File: src/rtl/hazard_stall_ctrl_pkg.sv
// Shared encodings for the pipeline hazard/stall controller: FSM states,
// register-zero constant, decode opcodes and the load-use hazard test.
package hazard_stall_ctrl_pkg;

  typedef enum logic [1:0] {
    RUN     = 2'd0,
    MEMWAIT = 2'd1,
    HALT    = 2'd2
  } state_t;

  localparam logic [3:0] REG_ZERO = 4'd0;

  localparam logic [3:0] OP_LW  = 4'b1000;
  localparam logic [3:0] OP_SW  = 4'b1001;
  localparam logic [3:0] OP_B   = 4'b1100;
  localparam logic [3:0] OP_BR  = 4'b1101;
  localparam logic [3:0] OP_HLT = 4'b1111;

  // Decode helpers: the 11xx control-flow group reads no Rs except BR.
  function automatic logic op_uses_rs(input logic [3:0] op);
    return (op == OP_BR) || (op[3:2] != 2'b11);
  endfunction

  // Rt is read by the ALU group and as store data; loads write it instead.
  function automatic logic op_uses_rt(input logic [3:0] op);
    return (op != OP_LW) && ((op[3] == 1'b0) || (op == OP_SW));
  endfunction

  function automatic logic load_use_hazard(
    input logic       memread,
    input logic [3:0] regrd,
    input logic [3:0] rs,
    input logic [3:0] rt,
    input logic       uses_rs,
    input logic       uses_rt
  );
    return memread && (regrd != REG_ZERO) &&
           ((uses_rs && (rs == regrd)) || (uses_rt && (rt == regrd)));
  endfunction

endpackage

File: src/rtl/hazard_stall_ctrl_if.sv
// Signal bundle between the hazard controller (master) and the pipeline
// registers it steers (slave); also carries FSM debug visibility.
interface hazard_stall_ctrl_if #(parameter int CNT_W = 16);
  import hazard_stall_ctrl_pkg::*;

  logic [3:0]       id_rs;
  logic [3:0]       id_rt;
  logic             id_uses_rs;
  logic             id_uses_rt;
  logic             idex_memread;
  logic [3:0]       idex_regrd;
  logic             branch_taken;
  logic             mem_busy;
  logic             halt_wb;

  logic             pc_wen;
  logic             ifid_wen;
  logic             ifid_flush;
  logic             idex_wen;
  logic             idex_flush;
  logic             exmem_wen;
  logic             exmem_flush;
  logic             memwb_wen;
  logic             halted;
  logic [CNT_W-1:0] stall_cnt;
  logic [CNT_W-1:0] flush_cnt;

  state_t           state_dbg;
  logic             br_pending_dbg;

  modport master (
    input  id_rs, id_rt, id_uses_rs, id_uses_rt, idex_memread, idex_regrd,
           branch_taken, mem_busy, halt_wb,
    output pc_wen, ifid_wen, ifid_flush, idex_wen, idex_flush, exmem_wen,
           exmem_flush, memwb_wen, halted, stall_cnt, flush_cnt,
           state_dbg, br_pending_dbg
  );

  modport slave (
    output id_rs, id_rt, id_uses_rs, id_uses_rt, idex_memread, idex_regrd,
           branch_taken, mem_busy, halt_wb,
    input  pc_wen, ifid_wen, ifid_flush, idex_wen, idex_flush, exmem_wen,
           exmem_flush, memwb_wen, halted, stall_cnt, flush_cnt,
           state_dbg, br_pending_dbg
  );

endinterface

File: src/rtl/hazard_stall_ctrl_sat_counter.sv
// Saturating up-counter with asynchronous active-low clear.
module sat_counter #(
  parameter int W = 16
) (
  input  logic         clk,
  input  logic         rst_n,
  input  logic         inc,
  output logic [W-1:0] count
);

  logic [W-1:0] count_q;
  logic [W-1:0] count_d;

  always_comb begin
    count_d = count_q;
    if (inc && (count_q != '1)) count_d = count_q + W'(1);
  end

  always_ff @(posedge clk or negedge rst_n) begin
    if (!rst_n) count_q <= '0;
    else        count_q <= count_d;
  end

  assign count = count_q;

endmodule

File: src/rtl/hazard_stall_ctrl.sv
// Pipeline hazard/stall controller: load-use bubbles, taken-branch flushes,
// data-memory wait freezing with deferred branch flush, and halt.
module hazard_stall_ctrl
  import hazard_stall_ctrl_pkg::*;
#(
  parameter int CNT_W          = 16,
  parameter int BR_FLUSH_DEPTH = 3
) (
  input  logic                 clk,
  input  logic                 rst_n,
  hazard_stall_ctrl_if.master  bus
);

  localparam logic EX_FLUSH_ON_BR = (BR_FLUSH_DEPTH == 3);

  state_t state_q, state_d;
  logic   br_pending_q, br_pending_d;
  logic   wen_all, lu_bubble, br_flush, is_halted;
  logic   stall_inc, flush_inc, load_use;

  assign load_use = load_use_hazard(bus.idex_memread, bus.idex_regrd,
                                    bus.id_rs, bus.id_rt,
                                    bus.id_uses_rs, bus.id_uses_rt);

  always_comb begin
    state_d      = state_q;
    br_pending_d = br_pending_q;
    wen_all      = 1'b0;
    lu_bubble    = 1'b0;
    br_flush     = 1'b0;
    is_halted    = 1'b0;
    stall_inc    = 1'b0;
    flush_inc    = 1'b0;
    unique case (state_q)
      RUN: begin
        if (bus.halt_wb) begin
          state_d   = HALT;
          stall_inc = 1'b1;
        end else if (bus.mem_busy) begin
          br_pending_d = bus.branch_taken;
          state_d      = MEMWAIT;
          stall_inc    = 1'b1;
        end else if (bus.branch_taken) begin
          // The flush kills the dependent instruction, so no bubble is needed.
          wen_all   = 1'b1;
          br_flush  = 1'b1;
          flush_inc = 1'b1;
        end else if (load_use) begin
          wen_all   = 1'b1;
          lu_bubble = 1'b1;
          stall_inc = 1'b1;
        end else begin
          wen_all = 1'b1;
        end
      end
      MEMWAIT: begin
        if (bus.mem_busy) begin
          br_pending_d = br_pending_q | bus.branch_taken;
          stall_inc    = 1'b1;
        end else begin
          // Release cycle: load-use waits for the following RUN cycle.
          wen_all      = 1'b1;
          br_flush     = br_pending_q;
          flush_inc    = br_pending_q;
          br_pending_d = 1'b0;
          state_d      = RUN;
        end
      end
      HALT: begin
        is_halted = 1'b1;
      end
      default: begin
        state_d      = RUN;
        br_pending_d = 1'b0;
      end
    endcase
  end

  always_ff @(posedge clk or negedge rst_n) begin
    if (!rst_n) begin
      state_q      <= RUN;
      br_pending_q <= 1'b0;
    end else begin
      state_q      <= state_d;
      br_pending_q <= br_pending_d;
    end
  end

  // Every control output is forced low while reset is held.
  always_comb begin
    bus.pc_wen      = rst_n & wen_all & ~lu_bubble;
    bus.ifid_wen    = rst_n & wen_all & ~lu_bubble;
    bus.idex_wen    = rst_n & wen_all;
    bus.exmem_wen   = rst_n & wen_all;
    bus.memwb_wen   = rst_n & wen_all;
    bus.ifid_flush  = rst_n & br_flush;
    bus.idex_flush  = rst_n & (br_flush | lu_bubble);
    bus.exmem_flush = rst_n & br_flush & EX_FLUSH_ON_BR;
    bus.halted      = rst_n & is_halted;
  end

  assign bus.state_dbg      = state_q;
  assign bus.br_pending_dbg = br_pending_q;

  sat_counter #(.W(CNT_W)) u_stall_cnt (
    .clk   (clk),
    .rst_n (rst_n),
    .inc   (stall_inc),
    .count (bus.stall_cnt)
  );

  sat_counter #(.W(CNT_W)) u_flush_cnt (
    .clk   (clk),
    .rst_n (rst_n),
    .inc   (flush_inc),
    .count (bus.flush_cnt)
  );

endmodule

File: src/flat_wrapper.sv
// flat-port wrapper written by rule: the top's interface ports become plain ports
module hazard_stall_ctrl_flat import hazard_stall_ctrl_pkg::*;
#(
  parameter int CNT_W          = 16,
  parameter int BR_FLUSH_DEPTH = 3
)
  (clk, rst_n, bus_id_rs, bus_id_rt, bus_id_uses_rs, bus_id_uses_rt, bus_idex_memread, bus_idex_regrd, bus_branch_taken, bus_mem_busy, bus_halt_wb, bus_pc_wen, bus_ifid_wen, bus_ifid_flush, bus_idex_wen, bus_idex_flush, bus_exmem_wen, bus_exmem_flush, bus_memwb_wen, bus_halted, bus_stall_cnt, bus_flush_cnt, bus_state_dbg, bus_br_pending_dbg);
  hazard_stall_ctrl_if #(.CNT_W(CNT_W)) bus_i ();
  input  logic clk;
  input  logic rst_n;
  input wire logic [$bits(bus_i.id_rs)-1:0] bus_id_rs;
  input wire logic [$bits(bus_i.id_rt)-1:0] bus_id_rt;
  input wire logic [$bits(bus_i.id_uses_rs)-1:0] bus_id_uses_rs;
  input wire logic [$bits(bus_i.id_uses_rt)-1:0] bus_id_uses_rt;
  input wire logic [$bits(bus_i.idex_memread)-1:0] bus_idex_memread;
  input wire logic [$bits(bus_i.idex_regrd)-1:0] bus_idex_regrd;
  input wire logic [$bits(bus_i.branch_taken)-1:0] bus_branch_taken;
  input wire logic [$bits(bus_i.mem_busy)-1:0] bus_mem_busy;
  input wire logic [$bits(bus_i.halt_wb)-1:0] bus_halt_wb;
  output wire logic [$bits(bus_i.pc_wen)-1:0] bus_pc_wen;
  output wire logic [$bits(bus_i.ifid_wen)-1:0] bus_ifid_wen;
  output wire logic [$bits(bus_i.ifid_flush)-1:0] bus_ifid_flush;
  output wire logic [$bits(bus_i.idex_wen)-1:0] bus_idex_wen;
  output wire logic [$bits(bus_i.idex_flush)-1:0] bus_idex_flush;
  output wire logic [$bits(bus_i.exmem_wen)-1:0] bus_exmem_wen;
  output wire logic [$bits(bus_i.exmem_flush)-1:0] bus_exmem_flush;
  output wire logic [$bits(bus_i.memwb_wen)-1:0] bus_memwb_wen;
  output wire logic [$bits(bus_i.halted)-1:0] bus_halted;
  output wire logic [$bits(bus_i.stall_cnt)-1:0] bus_stall_cnt;
  output wire logic [$bits(bus_i.flush_cnt)-1:0] bus_flush_cnt;
  output wire logic [$bits(bus_i.state_dbg)-1:0] bus_state_dbg;
  output wire logic [$bits(bus_i.br_pending_dbg)-1:0] bus_br_pending_dbg;
  assign bus_i.id_rs = bus_id_rs;
  assign bus_i.id_rt = bus_id_rt;
  assign bus_i.id_uses_rs = bus_id_uses_rs;
  assign bus_i.id_uses_rt = bus_id_uses_rt;
  assign bus_i.idex_memread = bus_idex_memread;
  assign bus_i.idex_regrd = bus_idex_regrd;
  assign bus_i.branch_taken = bus_branch_taken;
  assign bus_i.mem_busy = bus_mem_busy;
  assign bus_i.halt_wb = bus_halt_wb;
  assign bus_pc_wen = bus_i.pc_wen;
  assign bus_ifid_wen = bus_i.ifid_wen;
  assign bus_ifid_flush = bus_i.ifid_flush;
  assign bus_idex_wen = bus_i.idex_wen;
  assign bus_idex_flush = bus_i.idex_flush;
  assign bus_exmem_wen = bus_i.exmem_wen;
  assign bus_exmem_flush = bus_i.exmem_flush;
  assign bus_memwb_wen = bus_i.memwb_wen;
  assign bus_halted = bus_i.halted;
  assign bus_stall_cnt = bus_i.stall_cnt;
  assign bus_flush_cnt = bus_i.flush_cnt;
  assign bus_state_dbg = bus_i.state_dbg;
  assign bus_br_pending_dbg = bus_i.br_pending_dbg;
  hazard_stall_ctrl #(.CNT_W(CNT_W), .BR_FLUSH_DEPTH(BR_FLUSH_DEPTH)) u_core (.clk(clk), .rst_n(rst_n), .bus(bus_i));
endmodule
File: config.mk
export PLATFORM = sky130hd
export DESIGN_NAME = hazard_stall_ctrl_flat
export DESIGN_NICKNAME = d
export VERILOG_FILES = /design/src/rtl/hazard_stall_ctrl_pkg.sv /design/src/rtl/hazard_stall_ctrl_if.sv /design/src/rtl/hazard_stall_ctrl_sat_counter.sv /design/src/rtl/hazard_stall_ctrl.sv /design/src/flat_wrapper.sv
export SDC_FILE = /design/constraint.sdc
export NUM_CORES = 1
export LEC_CHECK = 0
export CELL_PAD_IN_SITES_DETAIL_PLACEMENT = 1
export CELL_PAD_IN_SITES_GLOBAL_PLACEMENT = 2
export CORE_MARGIN = 5
export CORE_UTILIZATION = 29
export CTS_CLUSTER_SIZE = 20
export DETAILED_ROUTE_END_ITERATION = 16
export GPL_ROUTABILITY_DRIVEN = 0
export PLACE_DENSITY_LB_ADDON = 0.1
export SETUP_SLACK_MARGIN = 0.5
export SYNTH_ARGS = -nofsm -noshare
export SYNTH_HDL_FRONTEND = slang
export SYNTH_HIERARCHICAL = 1
export SYNTH_SLANG_ARGS = --single-unit
export TNS_END_PERCENT = 50
File: constraint.sdc
create_clock -name clk -period 2.1 [get_ports clk]
set_input_delay 0.21 -clock clk [delete_from_list [all_inputs] [get_ports clk]]
set_output_delay 0.21 -clock clk [all_outputs]
set_load 0.05 [all_outputs]
==> reports/results.tsv, run 1 <==
stage	metric	value	unit
global_route	grt_usage	14.8	%
synth	ys_types	41	
global_route	grt_overflow	0	
finish	final_cell_area	3470	um2
place	hpwl	4.62	mm
sta	rsz0062_at_grt	true	
pwr	powerDensity	505	nW/um2
global_route	grt_pass1_vias	2020	
synth	netlist_area	2090	um2
die	die_w	94.9	um
finish	seq_area	878	um2
clock_tree	clkTransAtPathRegs	0.07	ns
clock_tree	root_buffer	clkbuf_8	
sta	fmax	516	MHz
clock_tree	cts-htree-levels	2	
sta	fin_crit	1.94	ns
worst_setup_path	crit_path_max_incr_delay	0.43	ns
die	core	7140	um2
finish	multiInputGateArea	1330	um2
worst_setup_path	cp-end-kind	output port	
finish	areaGrowthSynthToFinish	66.0	%
pwr	p_leak	1.70	nW
die	dieArea	9000	um2
synth	synth_edf_count	0	
worst_setup_path	crit_top_cell	buf_4	
sta	fin_worst_skew	0.00840	ns
worst_setup_path	rrSetupSlack	0.21	ns
sta	hold_viol	0	
worst_setup_path	timing.rr.start	u_core/bus.state_dbg[0]	
synth	syn_inst	191	
finish	drive_gt1_share	35.4	%
synth	syn_nets	213	
synth	yosys_warnings	6	
synth	avgSynthCellArea	10.9	um2
worst_setup_path	cp-start-kind	flip-flop	
sta	whs	0.0531	ns
synth	synth_ff_type	dfrtp_1	
sta	slew-limit-headroom	65.8	%
worst_setup_path	worstPathArrival	1.73	ns
status	status	complete, no violations	
die	rows	31	
drt	postRouteAntennaNets	0	
global_route	grt_pass1_wl	10.5	mm
drt	drt-total-wl	6.32	mm
worst_hold_path	hold_path_class	in -> async	
drt	dr.pass1.iters	4	
synth	ys_ff_latch	35	
clock_tree	cts_made_buffers	5	
clock_tree	clock_latency	0.28	ns
worst_setup_path	critical_path.slowest_cell	dfrtp_2	
place	port_buffers	63	
global_route	grt_max_degree	27	
worst_setup_path	crit_type	reg -> out	
clock_tree	clock_path_buffers	2	
worst_setup_path	reg2reg_depth	9	
drt	drc_errors	0	
place	placed_area	3090	um2
drt	vias_per_cell	4.86	
die	start_util	29.3	%
drt	detailedRoute.firstIterationViolations	28	
finish	finish.utilization	48.6	%
sta	worst_pin_slew	0.513	ns
job	cap_viol_max_count	0	
sta	drv_slew	0	
sta	min_period_over_period	92.2	%
drt	num_vias	1911	
die	boundaryPins	64	
worst_setup_path	crit_chain	buf_4, a21oi_2, nor3_4, buf_4, and2_4, a31o_4, buf_12	
clock_tree	cts.sinks	35	
finish	nets	316	
synth	async_flop_share	100	%
finish	num_antenna_cells	0	
worst_setup_path	crit_fanout	4	
sta	setup_violations	0	
finish	fillers	804	
clock_tree	cts_tree	built	
synth	yosysSeqAreaShare	41.9	%
worst_setup_path	r2r-end	u_core/u_stall_cnt/count[5]	
drt	routedWlPerCell	16.1	um
worst_setup_path	worstPathRequired	1.89	ns
die	die_h	94.9	um
global_route	grt_antenna_before_repair	0	
pwr	ir_worst_vdd	0.000509	V
## registers in the layout, indices dropped and copies added, names as in the netlist
register	flops
u_core/u_flush_cnt/count	16
u_core/u_stall_cnt/count	16
u_core/bus.state_dbg	2
u_core/bus.br_pending_dbg	1
## Yosys cell counts (6+ instances only)
cell type,count,area (um2)
dfrtp_1,35,876
nand2_1,10,37.5
nand3_1,10,50.1
a21oi_1,9,45.0
o21a_1,10,75.1
xnor2_1,12,105
nand4_1,18,113
a31oi_1,6,37.5
nor2_1,7,26.3
xor2_1,10,87.6
## report_power, final
part           leakage [nW]  switching, mW  internal, mW  total [mW]
combinational          1.18          0.242         0.147       0.389
sequential            0.476         0.0690         0.709       0.778
clock                0.0513          0.236         0.348       0.584
total                  1.70          0.547          1.20        1.75
## layout by cell type, fill, tap and decap left out, types with 7 or more instances in the layout
cell type	Yosys	routed
dlymetal6s2s_1	0	9
nand4_1	18	18
buf_6	1	7
nand3_1	10	10
xnor2_1	12	12
o21a_1	10	10
xor2_1	10	10
dlygate4sd2_1	0	15
buf_12	0	10
dfrtp_1	35	33
clkdlybuf4s50_1	0	20
buf_4	4	29
## area by class of cell
type	count	area share, %
Multi-Input combinational cell	149	38.4
Timing Repair Buffer	101	29.6
Sequential cell	35	25.3
Tap cell	99	3.57
Clock buffer	6	2.09
Clock inverter	1	0.865
Inverter	2	0.216
## worst max path at each step
stage | from | to | slack, ns | cells after the start
global placement | bus_idex_regrd[0] | u_core/u_stall_cnt/count[15] | -0.43 | 10
global route | u_core/bus.state_dbg[0] | u_core/u_flush_cnt/count[15] | 0.07 | 9
finish | u_core/bus.state_dbg[0] | bus_idex_flush | 0.16 | 7
floorplan | u_core/bus.state_dbg[0] | bus_pc_wen | -0.20 | 6
detailed placement | bus_idex_regrd[0] | u_core/u_stall_cnt/count[15] | -0.50 | 10
CTS | u_core/bus.state_dbg[0] | bus_ifid_flush | 0.16 | 7
## worst max-delay path, delay by kind of cell (launching register included)
family / cells / cell delay, ns
AOI/OAI and AO/OA: 2 / 0.37
buffers and inverters: 3 / 0.41
DFF: 1 / 0.43
and+or+nand+nor: 2 / 0.23
## layer usage
metal | vias up | GRT usage (%) | wire length [um]
met5 | - | 0 | 0
met4 | 0 | 3.25 | 46
met3 | 4 | 3.11 | 183
met2 | 28 | 25.6 | 3290
met1 | 934 | 19.0 | 2810
li1 | 945 | - | -
## repair_timing
action	in CTS	in global routing
setup buffers	11	7
resized for setup	60	20
hold buffers	1	0
pin swaps	17	13
endpoints found under the setup margin	74	72
hold endpoints to repair	9	0
## cells by family (layout without fill, tap and decap cells)
family,after synthesis,in the layout,synth area share (%)
xor+xnor,22,22,9.22
flops,35,35,41.9
simple gates,85,85,31.0
fa+ha+maj,2,2,1.20
buf+inv,7,110,2.34
mux,2,2,1.08
compound gates,38,38,13.3
## per-stage QoR
| step | worst slack (ns) | instances | power (mW) | setup TNS (ns) |
|---|---|---|---|---|
| finish | 0.164 | 393 | 1.75 | 0 |
| global route | 0.0712 | 393 | 1.84 | 0 |
| detailed placement | -0.499 | 367 | 1.16 | -6.06 |
| floorplan | -0.201 | 191 | 0.979 | -0.201 |
| global placement | -0.431 | 367 | 1.16 | -5.26 |
| CTS | 0.160 | 386 | 1.78 | 0 |
Power figures use the tool's default switching activity.
==> run 2, diff against run 1 <==
--- a/config.mk
+++ b/config.mk
@@ -13,7 +13,6 @@
 export DETAILED_ROUTE_END_ITERATION = 16
 export GPL_ROUTABILITY_DRIVEN = 0
 export PLACE_DENSITY_LB_ADDON = 0.1
-export SETUP_SLACK_MARGIN = 0.5
 export SYNTH_ARGS = -nofsm -noshare
 export SYNTH_HDL_FRONTEND = slang
 export SYNTH_HIERARCHICAL = 1
==> run 2 against run 1 <==
Compared with the run above:
- first-iteration DRC count up 61%
- final area down 4.8%
- non-clock buffer count down 6
- sequential share of layout area up 1.2 points
- worst hold slack better by 0.25 ns
- critical endpoint is now u_core/u_stall_cnt/count[1]
- sequential power about the same
- routed wire length down 3.2%
- sequential cell count unchanged
- critical path depth up 4
- die area unchanged
- clock-buffer cell count up 1
==> reports/results.tsv, run 2 (synthesis results as in run 1) <==
stage	metric	value	unit	change
status	status	complete, no violations		
global_route	grt_usage	14.2	%	-0.62 points
sta	layout_setup_ws	0.108	ns	-0.0554 ns
drt	drc_errors	0		unchanged
worst_setup_path	worstPathRequired	2.27	ns	+0.38 ns
worst_setup_path	critical_path.slowest_cell	clkdlybuf4s50_1		
sta	whs	0.305	ns	+0.252 ns
worst_setup_path	crit_top_cell	buf_4		
worst_setup_path	crit_chain	clkdlybuf4s50_1, xnor2_1, nand4_1, nand2_2, o31a_1, buf_6, buf_4, buf_4, buf_4, o31ai_4, mux2_4		
die	core	7140	um2	unchanged
finish	drive_gt1_share	29.4	%	-6.0 points
worst_setup_path	worstSetupPathDepth	11		+4
clock_tree	clock_latency	0.30	ns	+0.02 ns
clock_tree	cts_tree	built		
worst_setup_path	crit_path_max_incr_delay	0.43	ns	about the same
finish	nets	310		-1.9%
sta	hold_viol	0		unchanged
drt	routedWlPerCell	15.8	um	-1.9%
place	hpwl	4.67	mm	+1.0%
worst_setup_path	path_buf_inv	5		+2
finish	final_common_cell	clkdlybuf4s50_1		
global_route	grt_busiest_layer	met2		
worst_setup_path	crit_type	in -> reg		
global_route	met2_usage	23.8	%	-1.8 points
drt	dr.pass1.iters	4		unchanged
sta	fin_worst_skew	0.0150	ns	+0.00660 ns
sta	setup_violations	0		unchanged
sta	drv_slew	0		unchanged
global_route	met3_usage	3.43	%	+0.32 points
die	start_util	29.3	%	unchanged
die	die_h	94.9	um	unchanged
global_route	grt_pass1_wl	10.0	mm	-4.4%
sta	fmax	502	MHz	-2.8%
place	place_ws	-0.354	ns	+0.145 ns
die	die_w	94.9	um	unchanged
die	dieArea	9000	um2	unchanged
global_route	grt_overflow	0		unchanged
drt	num_vias	1924		+0.68%
global_route	gr-usage-met1	17.5	%	-1.5 points
sta	fin_crit	1.99	ns	+0.0554 ns
place	port_buffers	63		unchanged
pwr	total_power	1.72	mW	-1.7%
finish	areaGrowthSynthToFinish	58.0	%	
die	rows	31		unchanged
sta	min_period_over_period	94.8	%	+2.6 points
worst_hold_path	hold_path_class	in -> async		
die	boundaryPins	64		unchanged
clock_tree	cts-htree-levels	2		unchanged
drt	drt-total-wl	6.12	mm	-3.2%
drt	postRouteAntennaNets	0		unchanged
worst_setup_path	cp-end-kind	flip-flop		
worst_setup_path	cp-start-kind	primary input		
finish	num_antenna_cells	0		unchanged
pwr	p_leak	1.45	nW	-15%
clock_tree	cts_made_buffers	5		unchanged
worst_setup_path	worstPathArrival	2.17	ns	+0.44 ns
drt	detailedRoute.firstIterationViolations	45		+61%
sta	worst_pin_slew	0.515	ns	+0.00202 ns
finish	finish.utilization	46.3	%	-2.3 points
pwr	powerDensity	521	nW/um2	+3.3%
pwr	ir_worst_vdd	0.000357	V	-30%
clock_tree	cts.sinks	35		unchanged
worst_setup_path	crit_fanout	3		-1
clock_tree	clock_path_buffers	2		unchanged
global_route	grt_max_degree	22		-19%
worst_setup_path	path_delay_family	buffers and inverters		
global_route	grt_antenna_before_repair	0		unchanged
drt	vias_per_cell	4.96		+2.0%
clock_tree	root_buffer	clkbuf_8		
worst_setup_path	reg2reg_depth	8		-1
sta	slew-limit-headroom	65.6	%	-0.19 points
job	cap_viol_max_count	0		unchanged
global_route	grt_pass1_vias	2032		+0.59%
finish	final_cell_mix	clkdlybuf4s50_1, dfrtp_1, buf_4, nand4_1, xnor2_1		
clock_tree	clkTransAtPathRegs	0.09	ns	+0.02 ns
-- run 2: changes by cell type in the layout (fill, tap and decap cells not counted), sizes merged --
cell	change
clkdlybuf4s50	+22
dlymetal6s2s	-6
dlygate4sd2	-11
clkinvlp	+1
clkdlybuf4s15	-3
clkbuf	+3
bufinv	-1
buf	-10
-- run 2: layout make-up --
class	instances	area (um2)
clock inverter	1	7.51
tap	99	124
timing repair buffer	95	955
fill	807	3830
multi-input combinational	149	1230
sequential	35	877
inverter	2	7.51
clock buffer	7	96.3
-- run 2: worst paths after layout --
check	startpoint	end	slack, ns
worst max-delay path	bus_id_rt[1]	u_core/u_stall_cnt/count[1]	0.11
worst min-delay path	rst_n	u_core/u_stall_cnt/count[3]	0.30
worst max register to register	u_core/bus.state_dbg[0]	u_core/u_stall_cnt/count[15]	0.15
worst min register to register	u_core/u_stall_cnt/count[15]	u_core/u_stall_cnt/count[15]	0.53
max in group asynchronous	rst_n	u_core/bus.state_dbg[0]	1.24
min in group clk	bus_branch_taken	u_core/bus.br_pending_dbg	0.33
-- run 2: power breakdown --
part	internal [mW]	switching, mW	leakage [nW]
sequential	0.709	0.0662	0.476
combinational	0.154	0.234	0.927
clock	0.299	0.260	0.0505
total	1.16	0.560	1.45
-- run 2: layer usage --
metal	wire length, um	up-vias
li1	-	927
met1	2710	947
met2	3020	41
met3	303	9
met4	91	0
met5	0	-
-- run 2: metrics by stage --
step                      cells  area, um2  setup TNS (ns)
after floorplan             191       2130          -0.201
after global placement      371       3090           -3.69
after detailed placement    371       3090           -4.60
after CTS                   385       3240               0
after global routing        388       3300         -0.0956
final                       388       3300               0
-- run 2: timing repair --
action	in CTS	in global routing
resized for setup	10	16
endpoints found under the hold margin	3	0
buffers inserted	5	3
pin swaps	10	14
setup endpoints to repair	4	21
hold buffers	1	0
